### src/rtl/flash_read_fsm_pkg.sv
// Shared types and constants for the flash sample-fetch responder.
package flash_read_pkg;

  typedef enum logic [1:0] {
    IDLE       = 2'd0,
    ISSUE      = 2'd1,
    WAIT_VALID = 2'd2,
    DONE       = 2'd3
  } state_e;

  localparam logic [3:0] FLASH_BYTEENABLE = 4'hF;
  localparam logic [5:0] FLASH_BURSTCOUNT = 6'd1;

endpackage

### src/rtl/flash_read_fsm_if.sv
// Avalon-MM read-side bundle between the responder (master) and the flash controller (slave).
interface flash_read_fsm_if #(
  parameter int ADDR_W = 23,
  parameter int DATA_W = 32
);

  logic              flash_mem_read;
  logic [ADDR_W-1:0] flash_mem_address;
  logic [3:0]        flash_mem_byteenable;
  logic [5:0]        flash_mem_burstcount;
  logic              flash_mem_waitrequest;
  logic [DATA_W-1:0] flash_mem_readdata;
  logic              flash_mem_readdatavalid;

  modport master (
    output flash_mem_read,
    output flash_mem_address,
    output flash_mem_byteenable,
    output flash_mem_burstcount,
    input  flash_mem_waitrequest,
    input  flash_mem_readdata,
    input  flash_mem_readdatavalid
  );

  modport slave (
    input  flash_mem_read,
    input  flash_mem_address,
    input  flash_mem_byteenable,
    input  flash_mem_burstcount,
    output flash_mem_waitrequest,
    output flash_mem_readdata,
    output flash_mem_readdatavalid
  );

endinterface

### src/rtl/flash_read_fsm_timeout_counter.sv
// Cycle counter that flags when an outstanding read has run for TIMEOUT_CYCLES.
module flash_timeout_counter #(
  parameter int TIMEOUT_CYCLES = 1023
) (
  input  logic clk,
  input  logic rst_n,
  input  logic clear,
  input  logic enable,
  output logic expired
);

  localparam int CNT_W = $clog2(TIMEOUT_CYCLES + 1);
  localparam logic [CNT_W-1:0] LIMIT = CNT_W'(TIMEOUT_CYCLES);

  logic [CNT_W-1:0] count_q;

  // Holds at the limit so the counter can never wrap back below it.
  always_ff @(posedge clk or negedge rst_n) begin
    if (!rst_n) begin
      count_q <= '0;
    end else if (clear) begin
      count_q <= '0;
    end else if (enable && !expired) begin
      count_q <= count_q + CNT_W'(1);
    end
  end

  assign expired = (count_q == LIMIT);

endmodule

### src/rtl/flash_read_fsm.sv
// Flash-side responder: turns one start_read request into a single Avalon-MM read.
module flash_read_fsm
  import flash_read_pkg::*;
#(
  parameter int ADDR_W         = 23,
  parameter int DATA_W         = 32,
  parameter int TIMEOUT_CYCLES = 1023
) (
  input  logic                clk_50M,
  input  logic                reset_n,
  input  logic                start_read,
  input  logic [ADDR_W-1:0]   req_address,
  output logic                read_done,
  output logic [DATA_W-1:0]   read_data,
  output logic                read_error,
  flash_read_fsm_if.master    mem,
  output logic [1:0]          state
);

  state_e            state_q, state_d;
  logic [ADDR_W-1:0] addr_q, addr_d;
  logic [DATA_W-1:0] data_q, data_d;
  logic              rd_q, rd_d;
  logic              done_q, done_d;
  logic              err_q, err_d;
  logic              cnt_clear, cnt_en, expired;

  flash_timeout_counter #(
    .TIMEOUT_CYCLES(TIMEOUT_CYCLES)
  ) u_timeout (
    .clk    (clk_50M),
    .rst_n  (reset_n),
    .clear  (cnt_clear),
    .enable (cnt_en),
    .expired(expired)
  );

  // Timeout wins over a coincident readdatavalid; a timed-out read returns zero.
  always_comb begin
    state_d   = state_q;
    addr_d    = addr_q;
    data_d    = data_q;
    err_d     = 1'b0;
    cnt_clear = 1'b0;
    cnt_en    = 1'b0;
    case (state_q)
      IDLE: begin
        if (start_read) begin
          addr_d    = req_address;
          cnt_clear = 1'b1;
          state_d   = ISSUE;
        end
      end
      ISSUE: begin
        cnt_en = 1'b1;
        if (expired) begin
          data_d  = '0;
          err_d   = 1'b1;
          state_d = DONE;
        end else if (!mem.flash_mem_waitrequest) begin
          state_d = WAIT_VALID;
        end
      end
      WAIT_VALID: begin
        cnt_en = 1'b1;
        if (expired) begin
          data_d  = '0;
          err_d   = 1'b1;
          state_d = DONE;
        end else if (mem.flash_mem_readdatavalid) begin
          data_d  = mem.flash_mem_readdata;
          state_d = DONE;
        end
      end
      DONE: begin
        state_d = IDLE;
      end
      default: begin
        state_d = IDLE;
      end
    endcase
    rd_d   = (state_d == ISSUE);
    done_d = (state_d == DONE);
  end

  always_ff @(posedge clk_50M or negedge reset_n) begin
    if (!reset_n) begin
      state_q <= IDLE;
      addr_q  <= '0;
      data_q  <= '0;
      rd_q    <= 1'b0;
      done_q  <= 1'b0;
      err_q   <= 1'b0;
    end else begin
      state_q <= state_d;
      addr_q  <= addr_d;
      data_q  <= data_d;
      rd_q    <= rd_d;
      done_q  <= done_d;
      err_q   <= err_d;
    end
  end

  assign mem.flash_mem_read       = rd_q;
  assign mem.flash_mem_address    = addr_q;
  assign mem.flash_mem_byteenable = FLASH_BYTEENABLE;
  assign mem.flash_mem_burstcount = FLASH_BURSTCOUNT;
  assign read_done                = done_q;
  assign read_error               = err_q;
  assign read_data                = data_q;
  assign state                    = state_q;

endmodule

### src/flat_wrapper.sv
// flat-port wrapper written by rule: the top's interface ports become plain ports
module flash_read_fsm_flat import flash_read_pkg::*;
#(
  parameter int ADDR_W         = 23,
  parameter int DATA_W         = 32,
  parameter int TIMEOUT_CYCLES = 1023
)
  (clk_50M, reset_n, start_read, req_address, read_done, read_data, read_error, state, mem_flash_mem_read, mem_flash_mem_address, mem_flash_mem_byteenable, mem_flash_mem_burstcount, mem_flash_mem_waitrequest, mem_flash_mem_readdata, mem_flash_mem_readdatavalid);
  flash_read_fsm_if #(.ADDR_W(ADDR_W), .DATA_W(DATA_W)) mem_i ();
  input  logic clk_50M;
  input  logic reset_n;
  input  logic start_read;
  input  logic [ADDR_W-1:0] req_address;
  output logic read_done;
  output logic [DATA_W-1:0] read_data;
  output logic read_error;
  output logic [1:0] state;
  output wire logic [$bits(mem_i.flash_mem_read)-1:0] mem_flash_mem_read;
  output wire logic [$bits(mem_i.flash_mem_address)-1:0] mem_flash_mem_address;
  output wire logic [$bits(mem_i.flash_mem_byteenable)-1:0] mem_flash_mem_byteenable;
  output wire logic [$bits(mem_i.flash_mem_burstcount)-1:0] mem_flash_mem_burstcount;
  input wire logic [$bits(mem_i.flash_mem_waitrequest)-1:0] mem_flash_mem_waitrequest;
  input wire logic [$bits(mem_i.flash_mem_readdata)-1:0] mem_flash_mem_readdata;
  input wire logic [$bits(mem_i.flash_mem_readdatavalid)-1:0] mem_flash_mem_readdatavalid;
  assign mem_flash_mem_read = mem_i.flash_mem_read;
  assign mem_flash_mem_address = mem_i.flash_mem_address;
  assign mem_flash_mem_byteenable = mem_i.flash_mem_byteenable;
  assign mem_flash_mem_burstcount = mem_i.flash_mem_burstcount;
  assign mem_i.flash_mem_waitrequest = mem_flash_mem_waitrequest;
  assign mem_i.flash_mem_readdata = mem_flash_mem_readdata;
  assign mem_i.flash_mem_readdatavalid = mem_flash_mem_readdatavalid;
  flash_read_fsm #(.ADDR_W(ADDR_W), .DATA_W(DATA_W), .TIMEOUT_CYCLES(TIMEOUT_CYCLES)) u_core (.clk_50M(clk_50M), .reset_n(reset_n), .start_read(start_read), .req_address(req_address), .read_done(read_done), .read_data(read_data), .read_error(read_error), .mem(mem_i), .state(state));
endmodule
### config.mk
export PLATFORM = sky130hd
export DESIGN_NAME = flash_read_fsm_flat
export DESIGN_NICKNAME = d
export VERILOG_FILES = /design/src/rtl/flash_read_fsm_pkg.sv /design/src/rtl/flash_read_fsm_if.sv /design/src/rtl/flash_read_fsm_timeout_counter.sv /design/src/rtl/flash_read_fsm.sv /design/src/flat_wrapper.sv
export SDC_FILE = /design/constraint.sdc
export NUM_CORES = 1
export LEC_CHECK = 0
export ABC_CLOCK_PERIOD_IN_PS = 2300
export CAP_MARGIN = 20
export CORE_ASPECT_RATIO = 0.8
export CORE_MARGIN = 5
export CORE_UTILIZATION = 42
export DETAILED_ROUTE_END_ITERATION = 10
export PLACE_DENSITY = 0.81
export SLEW_MARGIN = 20
export SYNTH_ARGS = -nofsm -noshare
export SYNTH_HDL_FRONTEND = slang
export SYNTH_SLANG_ARGS = --single-unit
### constraint.sdc
create_clock -name clk_50M -period 2.3 [get_ports clk_50M]
set_input_delay 0.23 -clock clk_50M [delete_from_list [all_inputs] [get_ports clk_50M]]
set_output_delay 0.23 -clock clk_50M [all_outputs]
set_load 0.01 [all_outputs]
**Word level (Yosys, flattened, before mapping)**

Cells that the tools add are included.

- Register bits after elaboration: 70
- Input bits: 60
- Logic and storage cells: 41

- Add/sub/neg operators: 1
- Eq/ne operators: 8
- Mux-type cells: 17
- Reductions and logical operators: 8

Operator list:

| kind | number |
|---|---|
| 32-bit 2-to-1 mux | 3 |
| 32-bit case mux with 2 select lines | 1 |
| 10-bit 2-to-1 mux | 2 |
| 10-bit by 1-bit adder with 10-bit output (second input constant) | 1 |
| 10-bit == test (second input constant) | 1 |
| 2-bit 2-to-1 mux | 5 |
| 2-bit case mux with 4 select lines | 1 |
| 2-bit == test (second input constant) | 3 |
| 1-bit 2-to-1 mux | 5 |
| 2-bit by 1-bit == test with 1-bit output (second input constant) | 2 |
| 2-bit nonzero test | 2 |
| 3-bit != test (second input constant) | 1 |
| 3-bit AND reduction | 1 |
| 2-bit logical NOT | 1 |
| 2-bit != test (second input constant) | 1 |
| 2-bit AND reduction | 1 |
| 2-bit OR reduction | 1 |
| 1-bit logical AND | 1 |
| 1-bit logical NOT | 1 |

**Depth between registers and ports, before layout**

- Depth in word-level cells: 6
- Depth in mapped cells: 7
- Depth with buffers taken out: 6

**Modules after synthesis**

Synthesis repeated with hierarchy kept, for this count alone.

- Cell total of the unflattened synthesis: 289
- Area, all modules: 3095.5 µm²

Modules (own cells, without submodules):

| module | times used | cells each | area an instance (µm²) |
|---|---|---|---|
| flash_read_fsm | 1 | 233 | 2529.9 |
| flash_timeout_counter | 1 | 56 | 565.5 |

**Worst setup path before layout**

No wires, ideal clock.

- Path type: flip-flop to flip-flop
- From: reg u_core.u_timeout.count_q[0]
- To: reg u_core.data_q[10], in the netlist u_core.read_data[10]
- Setup time: 0.121 ns
- Arrival: 1.678 ns
- Required time: 2.179 ns
- Path slack: 0.501 ns
- Cell stages (with the launch flop): 8
- Period minus slack after synthesis: 1.799 ns
- Cell sequence: dfrtp_1 -> ha_1 -> nand4_1 -> or3_4 -> and3_4 -> buf_6 -> buf_6 -> a22o_1

- Cells in the longest elaborated chain, start to end: 3
- Elaborated cells between the ends (all ways): 6
- Those cells by class: 3 x eq/ne; 2 x mux; 1 x reduce/logical

RTL lines:

| element | line | text |
|---|---|---|
| from (decl) | flash_read_fsm_timeout_counter.sv:15 | `logic [CNT_W-1:0] count_q;` |
| from (signal assigned) | flash_read_fsm_timeout_counter.sv:24 | `count_q <= count_q + CNT_W'(1);` |
| 10-bit == test * | flash_read_fsm_timeout_counter.sv:28 | `assign expired = (count_q == LIMIT);` |
| 3-bit != test (no line) (tied with other cells) | n/a |  |
| 3-bit AND reduction (no line) or 32-bit case mux with 2 select lines (tied branches) | n/a |  |
| to (signal assigned) | flash_read_fsm.sv:97 | `data_q <= data_d;` |
| to (decl) | flash_read_fsm.sv:22 | `logic [DATA_W-1:0] data_q, data_d;` |

Every way passes the cells marked *; elsewhere a longest branch is shown, timed or not.
A chain may end at the register's enable or synchronous reset.

**Final worst setup path**

- From: reg u_core.u_timeout.count_q[0]
- To: reg u_core.data_q[0], in the netlist u_core.read_data[0]

Same word-level chain as after synthesis.

==> summary.txt <==
Synthesis
  – Most frequent cell after synthesis: nand2_1
  – Synth unique cells: 38
  – Synth Register Bits: 70
  – Synth Flop Type: dfrtp_1
  – Syn Inst Count: ~270
  – Synth Warn #: 0
  – Area share of the largest cell type after synthesis: between 60% and 70%
  – Asr flop ratio synth: 100%
  – Post-synth EDFFs: 0
  – Cell Area, Synth: 0.00292 mm²
  – Seq/Total Area, Yosys: 60.1%
  – Synthesized area per cell: about 11 µm²
  – Leading area contributor after synthesis: dfrtp_1
  – Synth cell count leaders: nand2_1 (75), dfrtp_1 (70), a22o_1 (32)
  – Synth top area cells: dfrtp_1 (60%), nand2_1 (9.7%), a22o_1 (9.6%)

Drt
  – Drt first pass iters: 4
  – DRC errors left: 0
  – Initial DRC Count: 74
  – Via density: between 5 and 6
  – Antenna-violating nets left: 0
  – Post-DR wirelength/cell: ~16 µm
  – WL final: roughly 7400 µm
  – Via count: 2413

Floorplan
  – # IOs: 130
  – Die Wd: between 100 and 150 µm
  – Core Region: between 0.006 and 0.007 mm²
  – Initial Utilization: between 40% and 50%
  – Rows: 27
  – Die Span Y: roughly 85 µm
  – Die area: roughly 0.0087 mm²

Clock network
  – Clock tree buffer depth: 2
  – Later-pin clock latency in the skew report: between 0.3 and 0.4 ns
  – Clock slew seen by the registers of the worst setup and hold paths: 0.08 ns
  – CTS buffer count: 9
  – H-tree levels: 3
  – Total setup buffers inserted after CTS: 0
  – Root Buffer: clkbuf_8
  – # hold bufs at CTS: 1
  – Resized Gates After CTS: 0
  – CTS Sinks: 70
  – CTS tree: done

Finish
  – Layout cells sized above 1: 6.89%
  – Layout area overhead: 50.2%
  – N_diodes: 0
  – Final core occ: between 60 and 70%
  – NumNets Final: between 400 and 500

Worst setup path
  – Worst EP arrival: ~2.1 ns
  – WS Path Type: reg2reg
  – Worst Setup Start Kind: flip-flop
  – Required @ worst endpoint: roughly 2.5 ns
  – Max FO, Critical Path: 32
  – Nature of the critical path endpoint: flip-flop

STA
  – Final setup violation count: 0
  – F_max: between 0.5 and 0.6 GHz
  – Total negative slack: 0 ns
  – Final hold slack: around 0.41 ns
  – Final slew viol count: 0
  – Post-route minimum period: ~1.9 ns
  – Tcrit/Tclk final: between 80% and 90%
  – Final hold vios: 0
  – Clock Skew: 0.00999 ns
  – RSZ-0062 raised after global routing: false

Run status
  – Run status: complete, no violations

Power
  – Total power draw: around 5.6 mW
  – Static leakage: about 2.0 nW
  – Pwr dens: 1290 mW/mm²
  – Max rail drop VDD: 0.000750 V

Global routing
  – Grt ovf: 0
  – First-pass GRT wire length: between 10000 and 15000 µm
  – GRT Total Usage: 17.4%
  – Antenna violations before repair: 0
  – Pin count of the biggest net entering global routing: 38
  – Vias in the first global route: between 2000 and 2500

Flow run
  – Max-cap violations: 0

Worst hold path
  – Hold Crit Class: in2reg

Place
  – Detailed Place HPWL: 5380 µm
  – Placer Congestion: between 0.8 and 0.9
  – Buffers on Ports: approximately 120
==> sequential cells by signal, indices dropped and copies added, names as in the netlist <==
register and flops:
u_core.mem.flash_mem_read 1, u_core.state 2, u_core.u_timeout.count_q 10, u_core.mem.flash_mem_address 23, u_core.read_done 1, u_core.read_data 32, u_core.read_error 1
==> power by group <==
group | leakage [nW] | switching, mW | internal, mW | total (mW)
Clock | 0.109 | 0.482 | 0.646 | 1.13
Combinational | 1.01 | 1.09 | 1.36 | 2.45
Sequential | 0.922 | 0.304 | 1.75 | 2.06
==> worst max-delay path, stage by stage (launching register included) <==
cell	delay, ns
dfrtp_1	0.42
ha_1	0.24
nand4_1	0.17
or3_4	0.38
and3_4	0.29
a22o_1	0.28
==> path summary, 6_finish.rpt <==
path                                                 startpoint                               to  slack, ns  cells after the start
worst min-delay path                             req_address[3]  u_core.mem.flash_mem_address[3]       0.41                      3
max in group asynchronous                               reset_n  u_core.mem.flash_mem_address[6]       1.44                      3
worst min register to register  u_core.mem.flash_mem_address[3]  u_core.mem.flash_mem_address[3]       0.48                      2
worst max-delay path                u_core.u_timeout.count_q[0]              u_core.read_data[0]       0.39                      5
worst max register to register      u_core.u_timeout.count_q[0]              u_core.read_data[0]       0.39                      5
min in group asynchronous                               reset_n        u_core.mem.flash_mem_read       0.50                      3
==> layout by cell type, fill, tap and decap left out, drive strengths merged, types with 2 or more instances in the layout <==
| master | n |
|---|---|
| inv | 4 |
| o31ai | 5 |
| nand2 | 75 |
| clkinvlp | 2 |
| nor4 | 2 |
| dfrtp | 70 |
| and4 | 2 |
| clkbuf | 10 |
| nor2 | 10 |
| bufinv | 2 |
| conb | 10 |
| nand3 | 3 |
| xor2 | 2 |
| a22o | 32 |
| a21oi | 3 |
| xnor2 | 2 |
| clkinv | 2 |
| buf | 7 |
| clkdlybuf4s50 | 118 |
| o21ai | 2 |
| ha | 5 |
| and3 | 3 |
| nand4 | 3 |
| a31oi | 3 |
| o211ai | 2 |
==> area by class of cell <==
| cell class | count | area [µm²] |
|---|---|---|
| multi-input cells | 176 | 1030 |
| flip-flops and latches | 70 | 1750 |
| clock buffers | 10 | 138 |
| repair buffers | 126 | 1240 |
| clock inverters | 6 | 92.6 |
| fillers | 538 | 2440 |
| inverters | 4 | 15.0 |
| well taps | 87 | 109 |
==> layer usage <==
layer / GRT usage, % / vias up / wire length (µm)
met2: 26.4 / 121 / 3110
li1: - / 1146 / -
met1: 22.6 / 1137 / 3220
met5: 0 / - / 0
met4: 4.59 / 0 / 85
met3: 7.72 / 9 / 1020
==> cells by family after synthesis <==
group | synth area share (%)
other | 0.257
XOR/XNOR | 1.20
AND/OR/NAND/NOR | 15.7
AO/OA/AOI/OAI | 14.8
adder cells (fa/ha/maj) | 2.15
buffers and inverters | 5.79
flip-flops | 60.1
==> through the flow <==
stage / setup WS [ns] / instances / cell area, µm²
final: 0.389 / 479 / 4380
after global routing: 0.216 / 479 / 4380
after CTS: 0.394 / 479 / 4380
after detailed placement: 0.435 / 462 / 4140
after global placement: 0.461 / 462 / 4140
after floorplan: 0.501 / 273 / 2950
(Power assumes the default switching activity.)
